==> src/rtl/demux1to32_loader.sv <==
// Serial-to-parallel frame loader: distributes 32 handshaked words into 32
// holding registers and holds the completed frame until the consumer acks it.
module demux1to32_loader #(
  parameter int DATA_LENGTH = 8
) (
  input  logic                   clk,
  input  logic                   rst_n,
  input  logic [DATA_LENGTH-1:0] in_data,
  input  logic                   in_valid,
  output logic                   in_ready,
  input  logic                   flush,
  input  logic                   frame_ack,
  output logic                   frame_valid,
  output logic [4:0]             wr_index,
  output logic [DATA_LENGTH-1:0] out0,
  output logic [DATA_LENGTH-1:0] out1,
  output logic [DATA_LENGTH-1:0] out2,
  output logic [DATA_LENGTH-1:0] out3,
  output logic [DATA_LENGTH-1:0] out4,
  output logic [DATA_LENGTH-1:0] out5,
  output logic [DATA_LENGTH-1:0] out6,
  output logic [DATA_LENGTH-1:0] out7,
  output logic [DATA_LENGTH-1:0] out8,
  output logic [DATA_LENGTH-1:0] out9,
  output logic [DATA_LENGTH-1:0] out10,
  output logic [DATA_LENGTH-1:0] out11,
  output logic [DATA_LENGTH-1:0] out12,
  output logic [DATA_LENGTH-1:0] out13,
  output logic [DATA_LENGTH-1:0] out14,
  output logic [DATA_LENGTH-1:0] out15,
  output logic [DATA_LENGTH-1:0] out16,
  output logic [DATA_LENGTH-1:0] out17,
  output logic [DATA_LENGTH-1:0] out18,
  output logic [DATA_LENGTH-1:0] out19,
  output logic [DATA_LENGTH-1:0] out20,
  output logic [DATA_LENGTH-1:0] out21,
  output logic [DATA_LENGTH-1:0] out22,
  output logic [DATA_LENGTH-1:0] out23,
  output logic [DATA_LENGTH-1:0] out24,
  output logic [DATA_LENGTH-1:0] out25,
  output logic [DATA_LENGTH-1:0] out26,
  output logic [DATA_LENGTH-1:0] out27,
  output logic [DATA_LENGTH-1:0] out28,
  output logic [DATA_LENGTH-1:0] out29,
  output logic [DATA_LENGTH-1:0] out30,
  output logic [DATA_LENGTH-1:0] out31
);

  localparam logic [0:0] FILL = 1'b0;
  localparam logic [0:0] FULL = 1'b1;
  localparam logic [4:0] LAST_SLOT = 5'd31;

  logic [0:0]             state;
  logic [DATA_LENGTH-1:0] slot [32];
  logic                   accept;

  // Both handshake outputs decode the state register only, so in_ready never
  // depends combinationally on in_valid.
  assign in_ready    = (state == FILL);
  assign frame_valid = (state == FULL);
  assign accept      = in_valid & in_ready;

  // NOTE: sequential state uses non-blocking assignments so every register
  // samples pre-edge values, independent of statement order.
  always_ff @(posedge clk or negedge rst_n) begin
    if (!rst_n) begin
      state    <= FILL;
      wr_index <= '0;
    end else if (flush) begin
      state    <= FILL;
      wr_index <= '0;
    end else begin
      case (state)
        FILL: begin
          if (accept) begin
            wr_index <= wr_index + 5'd1;
            if (wr_index == LAST_SLOT) state <= FULL;
          end
        end
        FULL: begin
          if (frame_ack) state <= FILL;
        end
        default: begin
          state    <= FILL;
          wr_index <= '0;
        end
      endcase
    end
  end

  // NOTE: the holding registers are reset because the consumer may observe
  // them right after reset; flush deliberately leaves them untouched.
  always_ff @(posedge clk or negedge rst_n) begin
    if (!rst_n) begin
      for (int i = 0; i < 32; i++) slot[i] <= '0;
    end else if (!flush && accept) begin
      slot[wr_index] <= in_data;
    end
  end

  assign out0  = slot[0];
  assign out1  = slot[1];
  assign out2  = slot[2];
  assign out3  = slot[3];
  assign out4  = slot[4];
  assign out5  = slot[5];
  assign out6  = slot[6];
  assign out7  = slot[7];
  assign out8  = slot[8];
  assign out9  = slot[9];
  assign out10 = slot[10];
  assign out11 = slot[11];
  assign out12 = slot[12];
  assign out13 = slot[13];
  assign out14 = slot[14];
  assign out15 = slot[15];
  assign out16 = slot[16];
  assign out17 = slot[17];
  assign out18 = slot[18];
  assign out19 = slot[19];
  assign out20 = slot[20];
  assign out21 = slot[21];
  assign out22 = slot[22];
  assign out23 = slot[23];
  assign out24 = slot[24];
  assign out25 = slot[25];
  assign out26 = slot[26];
  assign out27 = slot[27];
  assign out28 = slot[28];
  assign out29 = slot[29];
  assign out30 = slot[30];
  assign out31 = slot[31];

endmodule

==> config.mk <==
export PLATFORM = sky130hd
export DESIGN_NAME = demux1to32_loader
export DESIGN_NICKNAME = d
export VERILOG_FILES = /design/src/rtl/demux1to32_loader.sv
export SDC_FILE = /design/constraint.sdc
export NUM_CORES = 1
export LEC_CHECK = 0
export CELL_PAD_IN_SITES_DETAIL_PLACEMENT = 1
export CELL_PAD_IN_SITES_GLOBAL_PLACEMENT = 1
export CORE_ASPECT_RATIO = 0.7
export CORE_UTILIZATION = 36
export DETAILED_ROUTE_END_ITERATION = 8
export GPL_ROUTABILITY_DRIVEN = 1
export PLACE_DENSITY_LB_ADDON = 0.1
export SKIP_LAST_GASP = 1
export SYNTH_ARGS = -nofsm -noshare
export SYNTH_HDL_FRONTEND = slang
export SYNTH_SLANG_ARGS = --single-unit
==> constraint.sdc <==
create_clock -name clk -period 1.75 [get_ports clk]
set_clock_uncertainty 0.15 [all_clocks]
set_input_delay 0.35 -clock clk [delete_from_list [all_inputs] [get_ports clk]]
set_output_delay 0.35 -clock clk [all_outputs]
set_load 0.01 [all_outputs]
* Word-level counts from Yosys, hierarchy flattened
Index checks and enable logic that the tools add are counted.
** Operators by class
- Add/subtract/negate cells :: 1
- $lt $le $gt $ge :: 2
- Equality and inequality tests :: 2
- Multiplexer cells :: 11
- Bitwise logic cells :: 3
- Reduce and logical (&&, ||, !) cells :: 5
** Operator list (count)
- bitwise mux 256 bit :: 1
- demux 8 bit (select 5 bit) :: 1
- two-way mux 5 bit :: 3
- two-way mux 8 bit :: 1
- >= comparator 6 bit, second input constant :: 1
- less-than comparator 6 x 1 -> 1 bit, second input constant :: 1
- NOT 5 -> 6 bit :: 1
- adder 5 x 1 -> 5 bit, second input constant :: 1
- equality test 5 bit, second input constant :: 1
- two-way mux 1 bit :: 4
- logical AND 1 bit :: 2
- inequality test 2 bit, second input constant :: 1
- one-hot mux 1 bit (2 select lines) :: 1
- AND reduction 2 bit :: 1
- nonzero test 2 bit :: 1
- bitwise AND 1 bit :: 1
- zero test 1 bit :: 1
- NOT 1 bit :: 1
** Word-level totals
- Register bits :: 262
- Input port bits :: 13
- Output and inout port bits :: 263

* Longest topological paths before layout
Gate-level depths: netlist (run 1).
- Depth in word-level cells :: 6
- Depth in mapped cells :: 6

* Worst setup path after synthesis (run 1)
OpenSTA, ideal clock, no wires.
- Kind :: register to register
- From :: register wr_index[0]
- To :: register slot (netlist bit out30[0])
- Arrival :: 1.623 ns
- Required time :: 1.475 ns
- Slack :: -0.148 ns
- Stages on the path, launching flop included :: 7
- Buffers on the path :: 1
- Period minus slack after synthesis :: 1.898 ns
- Cell sequence :: dfrtp_1 inv_1 ha_1 nand4bb_1 buf_2 nor2_2 mux2_2
** On the way
- Cells in the longest elaborated chain, start to end :: 6
- Elaborated cells on any way between the ends :: 7
** Ends and longest elaborated chain
- start: declaration :: RTL line 14 : output logic [4:0] wr_index,
- start signal: assignment :: RTL line 76 : wr_index <= wr_index + 5'd1;
- NOT 5 -> 6 bit (not written as such) * :: RTL line 97 : slot[wr_index] <= in_data;
- >= comparator 6 bit (not written as such) or less-than comparator 6 x 1 -> 1 bit (tied branches) :: RTL line 97
- logical AND 1 bit (not written as such) :: RTL line 97
- two-way mux 8 bit (not written as such) :: RTL line 97
- demux 8 bit (select 5 bit) * :: RTL line 97
- bitwise mux 256 bit * :: RTL line 97
- end signal: indexed assignment :: RTL line 97
- end: declaration :: RTL line 54 : logic [DATA_LENGTH-1:0] slot [32];
Every way passes the cells marked *; elsewhere a longest branch is shown, timed or not.
A chain may end at the register's enable or synchronous reset.

* Worst setup path after layout (run 1)
- From :: register wr_index[0]
- To :: register slot (netlist bit out30[5])
Same word-level chain as after synthesis.

==> flow_summary.yaml, run 1 <==
run_status:
  outcome: "finished with violations"
  violations: "negative setup slack"
pwr:
  switching_power_uw: 3270
  combPwrFrac_pct: 9.9
  power_frac_seq_pct: 46.1
  power_density_nw_per_um2: 884
  switching_share_pct: 23.3
  power_uw: 14000
  irDropWorstVdd_mv: 0.661
  clock_power_share_pct: 44.0
  p_leak_uw: 0.00806
  intPower_uw: 10800
floorplanning:
  die_w_um: 204
  die_y_um: 144
  start_util_pct: 36.8
  rows: 51
  die-area_um2: 29400
  core_um2: 28000
  io_pins: 276
clock_tree:
  h-tree-depth: 1
  clk_pin_slew_ps: 70
  clockRootBuffer: "clkbuf_16"
  clkLatencyLatePin_ps: 550
  cts_tree: "yes"
  cts.sinks: 262
  cts_buffers: 27
  cts.path.max_buffers: 3
synth:
  synth_nets: 649
  netlist_area_um2: 10300
  yosysTopAreaCell: "dfrtp_1"
  syn-mean-instance-area_um2: 16.4
  synth_area_leaders: "dfrtp_1, mux2_2, mux2_1"
  ys.flop_type: "dfrtp_1"
  async_flop_share_pct: 100
  synth_cells: 631
  yosysWarnings: 0
  synth-edff-count: 0
  yosys.area.top_type_share_pct: 63.5
  synth.distinct_cells: 34
  ys_top_cells_by_count: "dfrtp_1, mux2_2, clkbuf_1, mux2_1, nand2_2"
  yosysMostFrequentCell: "dfrtp_1"
  ys_seq_area_share_pct: 63.5
  ys_ff_latch: 262
placed_design:
  io_buffer_count: 275
  dp_cells: 1289
  dpl_cell_area_um2: 14100
  place.gp.congestion: 0.762
  dp.final_hpwl_um: 21400
sta:
  setup_slack_ps: -152
  setup_viol: 260
  min_period_over_period_pct: 109
  fmax_ghz: 0.526
  relSlewSlack_pct: 37.7
  hold_violations: 0
  rsz0062_at_grt: "true"
  final.setup.tns_ps: -23590
  slew_viol_final: 0
  worst_slew_pin_slew_ps: 935
  finalCriticalPeriod_ps: 1900
detailed_routing:
  drc: 0
  vias: 6708
  routedWlPerCell_um: 24.3
  firstDrtPassIters: 4
  via_per_inst: 4.89
  drt_first_iter_violations: 127
  final_antenna_net_count: 0
  routed_wl_um: 33400
setup_path:
  crit_arrival_ps: 2190
  critPathMaxFanout: 6
  path_class: "flop to flop"
  r2r_cells: 7
  crit_path_start_kind: "flop"
  required_ps: 2040
  critical_path.endpoint_type: "flop"
grt:
  grt_usage_pct: 22.7
  grt_max_degree: 57
  overflow: 0
  antenna_found_initial: 0
  grt_pass1_wl_um: 49400
  first_global_vias: 7480
finish:
  final_nets: 999
  antenna_cells: 0
  fin_util_pct: 56.7
  num-fill-cells: 2596
  layout-drive-gt1-share_pct: 47.3
  fin_area_um2: 15900
  fin_cells: 1371
  register_area_um2: 6560
  multi_input_area_um2: 4210
  area_growth_pct: 53.9
run:
  maxCapViolations: 0
worst_hold_path:
  hold_class: "input pin to async pin"
==> power groups by stage <==
stage,sequential (µW),clock [µW],combinational [µW]
final,6470,6180,1390
after detailed placement,6580,0,1440
after global placement,6560,0,1400
after floorplan,6680,0,370
after global routing,6500,6580,1480
after CTS,6470,6340,1350
==> per-layer routing <==
layer	vias to the layer above	track usage [%]	share of wire, %
li1	2912	-	-
met3	38	6.94	7.2
met5	-	0	0
met4	0	4.60	1.4
met2	172	36.5	48
met1	3586	30.5	43
==> final cells by class <==
type	instances	share of cell area, %
flip-flops and latches	262	41.3
multi-input cells	327	26.5
repair buffers	360	23.2
clock buffers	37	4.81
well taps	371	2.92
clock inverters	11	1.17
inverters	3	0.102
==> critical path, cell delays in order (launching register included) <==
cell and delay (ps):
dfrtp_2 450, inv_4 90, ha_4 150, nand4bb_1 150, buf_6 190, nor2_4 140, buf_12 140, mux2_2 330
==> logic make-up (layout without fill, tap and decap cells) <==
kind of cell | Yosys count | count (layout) | share of synthesized area, %
AOI/OAI and AO/OA | 3 | 3 | 0.158
xor gates and xnor gates | 2 | 2 | 0.170
adders and majority gates | 5 | 5 | 0.606
buffers and inverters | 42 | 411 | 1.87
DFF | 262 | 262 | 63.5
muxes | 258 | 258 | 28.1
and+or+nand+nor | 59 | 59 | 5.53
==> cell usage in the layout, fill, tap and decap left out, types with 2 or more instances in the layout <==
| cell | Yosys | final |
|---|---|---|
| dfrtp_1 | 262 | 259 |
| clkdlybuf4s15_1 | 0 | 170 |
| mux2_2 | 240 | 169 |
| mux2_4 | 0 | 79 |
| dlygate4sd2_1 | 0 | 59 |
| buf_4 | 3 | 31 |
| buf_12 | 0 | 30 |
| buf_6 | 1 | 29 |
| clkbuf_16 | 0 | 27 |
| clkbuf_2 | 0 | 21 |
| nand2_8 | 0 | 15 |
| nor2_4 | 12 | 13 |
| mux2_1 | 16 | 8 |
| clkdlybuf4s15_2 | 0 | 6 |
| nor2_1 | 5 | 5 |
| clkbuf_1 | 26 | 5 |
| bufinv_16 | 0 | 5 |
| clkbuf_8 | 0 | 5 |
| clkdlybuf4s50_1 | 0 | 5 |
| buf_2 | 7 | 5 |
| and4bb_4 | 0 | 4 |
| clkinv_2 | 0 | 4 |
| nor3b_4 | 2 | 3 |
| nand3b_4 | 0 | 3 |
| nor2_8 | 3 | 3 |
| ha_4 | 0 | 3 |
| dfrtp_2 | 0 | 3 |
| inv_4 | 0 | 2 |
| nand4bb_4 | 0 | 2 |
| nand4bb_1 | 4 | 2 |
| buf_8 | 0 | 2 |
==> stage by stage <==
| stage | hold slack [ps] | setup WS (ps) |
|---|---|---|
| 2_1_floorplan | -95.6 | -44.4 |
| 3_3_place_gp | 114 | -536 |
| 3_5_place_dp | 122 | -572 |
| 4_1_cts | 131 | -181 |
| 5_1_grt | 157 | -199 |
| 6_report | 136 | -152 |
==> timing repair <==
action | in CTS | in global routing
pin swaps | 19 | 15
gates cloned | 0 | 0
gates resized for setup | 489 | 176
buffers inserted | 22 | 12
hold buffers | 1 | 0
setup endpoints to repair | 519 | 370
hold endpoints to repair | 262 | 0
==> path summary, 6_finish.rpt <==
kind	start	end	slack, ps
setup / recovery	wr_index[0]	out30[5]	-150
hold / removal	rst_n	out24[3]	140
min in group clk	in_data[3]	out31[3]	190
max in group asynchronous	rst_n	out8[0]	650
setup reg to reg	wr_index[0]	out30[5]	-150
hold reg to reg	out31[1]	out31[1]	340
No activity file was read; power rests on OpenSTA's default activity.
==> inputs of run 2 (changes only) <==
==> constraint.sdc (replaced) <==
create_clock -name clk -period 1.65 [get_ports clk]
set_clock_uncertainty 0.15 [all_clocks]
set_input_delay 0.495 -clock clk [delete_from_list [all_inputs] [get_ports clk]]
set_output_delay 0.495 -clock clk [all_outputs]
set_load 0.01 [all_outputs]
==> run 2 against run 1 <==
Against the previous run: the run still ends with negative setup slack left; clock power about the same; highest routed layer unchanged; count of clock-buffer cells in the layout increased by 8; sequential share of layout area decreased by 2.2 points; hold slack improved by 120 ps; largest power group unchanged; final cell count increased by 11%; core utilization increased by 3.3 points; combinational power increased by 29%; fmax decreased by 3.5%; wire length increased by 5.2%; sequential power increased by 6.6%; non-clock buffer count increased by 147; first-iteration DRC count increased by 46%.
==> flow_summary.yaml, run 2 (same netlist as run 1, synthesis figures left out) <==
floorplanning:
  start_util_pct: 36.8
  rows: 51
  core_um2: 28000
  die-area_um2: 29400
  die_w_um: 204
  die_y_um: 144
  io_pins: 276
placed_design:
  dp.final_hpwl_um: 21500
  place.gp.congestion: 0.792
  dpl_cell_area_um2: 14400
  io_buffer_count: 275
  dp_cells: 1291
detailed_routing:
  vias: 7293
  drc: 0
  firstDrtPassIters: 4
  drt_first_iter_violations: 186
  via_per_inst: 4.79
  final_antenna_net_count: 0
  routed_wl_um: 35100
  routedWlPerCell_um: 23.1
finish:
  num-fill-cells: 2660
  area_growth_pct: 62.8
  multi_input_area_um2: 4470
  fin_cells: 1521
  fin_area_um2: 16800
  antenna_cells: 0
  final_nets: 1147
  final_common_cell: "dfrtp_1"
  register_area_um2: 6560
  layout-drive-gt1-share_pct: 74.3
  final_cell_mix: "dfrtp_1, buf_4, mux2_4, buf_2, buf_6"
clock_tree:
  cts_tree: "yes"
  cts.sinks: 262
  cts.path.max_buffers: 3
  clkLatencyLatePin_ps: 550
  clockRootBuffer: "clkbuf_16"
  h-tree-depth: 1
  clk_pin_slew_ps: 60
  cts_buffers: 28
sta:
  fmax_ghz: 0.507
  finalCriticalPeriod_ps: 1970
  setup_slack_ps: -321
  min_period_over_period_pct: 119
  relSlewSlack_pct: 38.4
  worst_hold_slack_ps: 256
  rsz0062_at_grt: "true"
  worst_slew_pin_slew_ps: 923
  setup_viol: 520
  hold_violations: 0
  slew_viol_final: 0
run_status:
  outcome: "finished with violations"
  violations: "negative setup slack"
grt:
  overflow: 0
  first_global_vias: 7966
  grt_max_degree: 48
  grt_usage_pct: 23.6
  antenna_found_initial: 0
  grt_pass1_wl_um: 52000
setup_path:
  path_class: "flop to flop"
  required_ps: 1920
  critical_path.endpoint_type: "flop"
  crit_path_start_kind: "flop"
  ff2ff_setup_slack_ps: -320
  crit_arrival_ps: 2240
  critPathMaxFanout: 8
pwr:
  irDropWorstVdd_mv: 0.925
  p_leak_uw: 0.00904
  power_density_nw_per_um2: 884
run:
  maxCapViolations: 0
worst_hold_path:
  hold_class: "input pin to async pin"
run 2: cell types whose count changed in the layout (fill, tap and decap cells not counted), moves of 4 or more:
cell / previous run / this run
buf_12: 30 / 34
buf_2: 5 / 151
buf_4: 31 / 181
buf_6: 29 / 133
bufinv_16: 5 / 0
clkbuf_2: 21 / 0
clkdlybuf4s15_1: 170 / 0
clkdlybuf4s15_2: 6 / 0
dlygate4sd2_1: 59 / 1
mux2_1: 8 / 1
mux2_2: 169 / 101
mux2_4: 79 / 154
run 2: area by class of cell:
cell class | instances | area share, %
Clock buffer | 45 | 5.15
Tap cell | 371 | 2.76
Timing Repair Buffer | 507 | 26.1
Multi-Input combinational cell | 327 | 26.6
Clock inverter | 6 | 0.231
Inverter | 3 | 0.127
Sequential cell | 262 | 39.1
run 2: final timing paths:
kind / from / cells after the start / to
setup reg to reg: wr_index[1] / 7 / out27[4]
min in group clk: flush / 2 / frame_valid
hold / removal: rst_n / 2 / out27[1]
max in group asynchronous: rst_n / 3 / out14[1]
setup / recovery: wr_index[1] / 7 / out27[4]
hold reg to reg: out27[7] / 1 / out27[7]
run 2: metrics by stage:
stage	TNS [ps]	worst slack, ps	utilization [%]	power [µW]
final	-73660	-321	60.0	14900
after detailed placement	-192530	-849	51.3	8540
after CTS	-77190	-291	57.0	14800
after global placement	-176210	-758	51.3	8470
after floorplan	-19510	-105	-	7490
after global routing	-97850	-363	60.0	15400
run 2: metal layers:
layer,vias to the layer above,wire length [µm],GRT usage (%)
li1,3204,-,-
met2,175,16900,38.1
met1,3875,15700,32.3
met5,-,0,0
met3,39,1990,5.85
met4,0,561,4.83
run 2: worst max-delay path, cell delays in order, from the launching register on:
cell       delay (ps)
dfrtp_2           450
buf_6             140
ha_4              140
nand4bb_1         150
buf_6             190
nor2_4            110
buf_12            150
mux2_2            340
run 2: what timing repair did:
action,CTS,global route
buffers inserted,100,78
endpoints found under the hold margin,240,0
pin swaps,25,14
endpoints found under the setup margin,520,521
resized for setup,1306,58
hold buffers,1,0
run 2: power breakdown:
| part | leakage (µW) | switching (µW) | total [µW] | internal, µW |
|---|---|---|---|---|
| sequential | 0.00360 | 193 | 6900 | 6700 |
| combinational | 0.00500 | 833 | 1790 | 954 |
| clock | 0.000446 | 2590 | 6170 | 3580 |
| total | 0.00904 | 3610 | 14900 | 11200 |
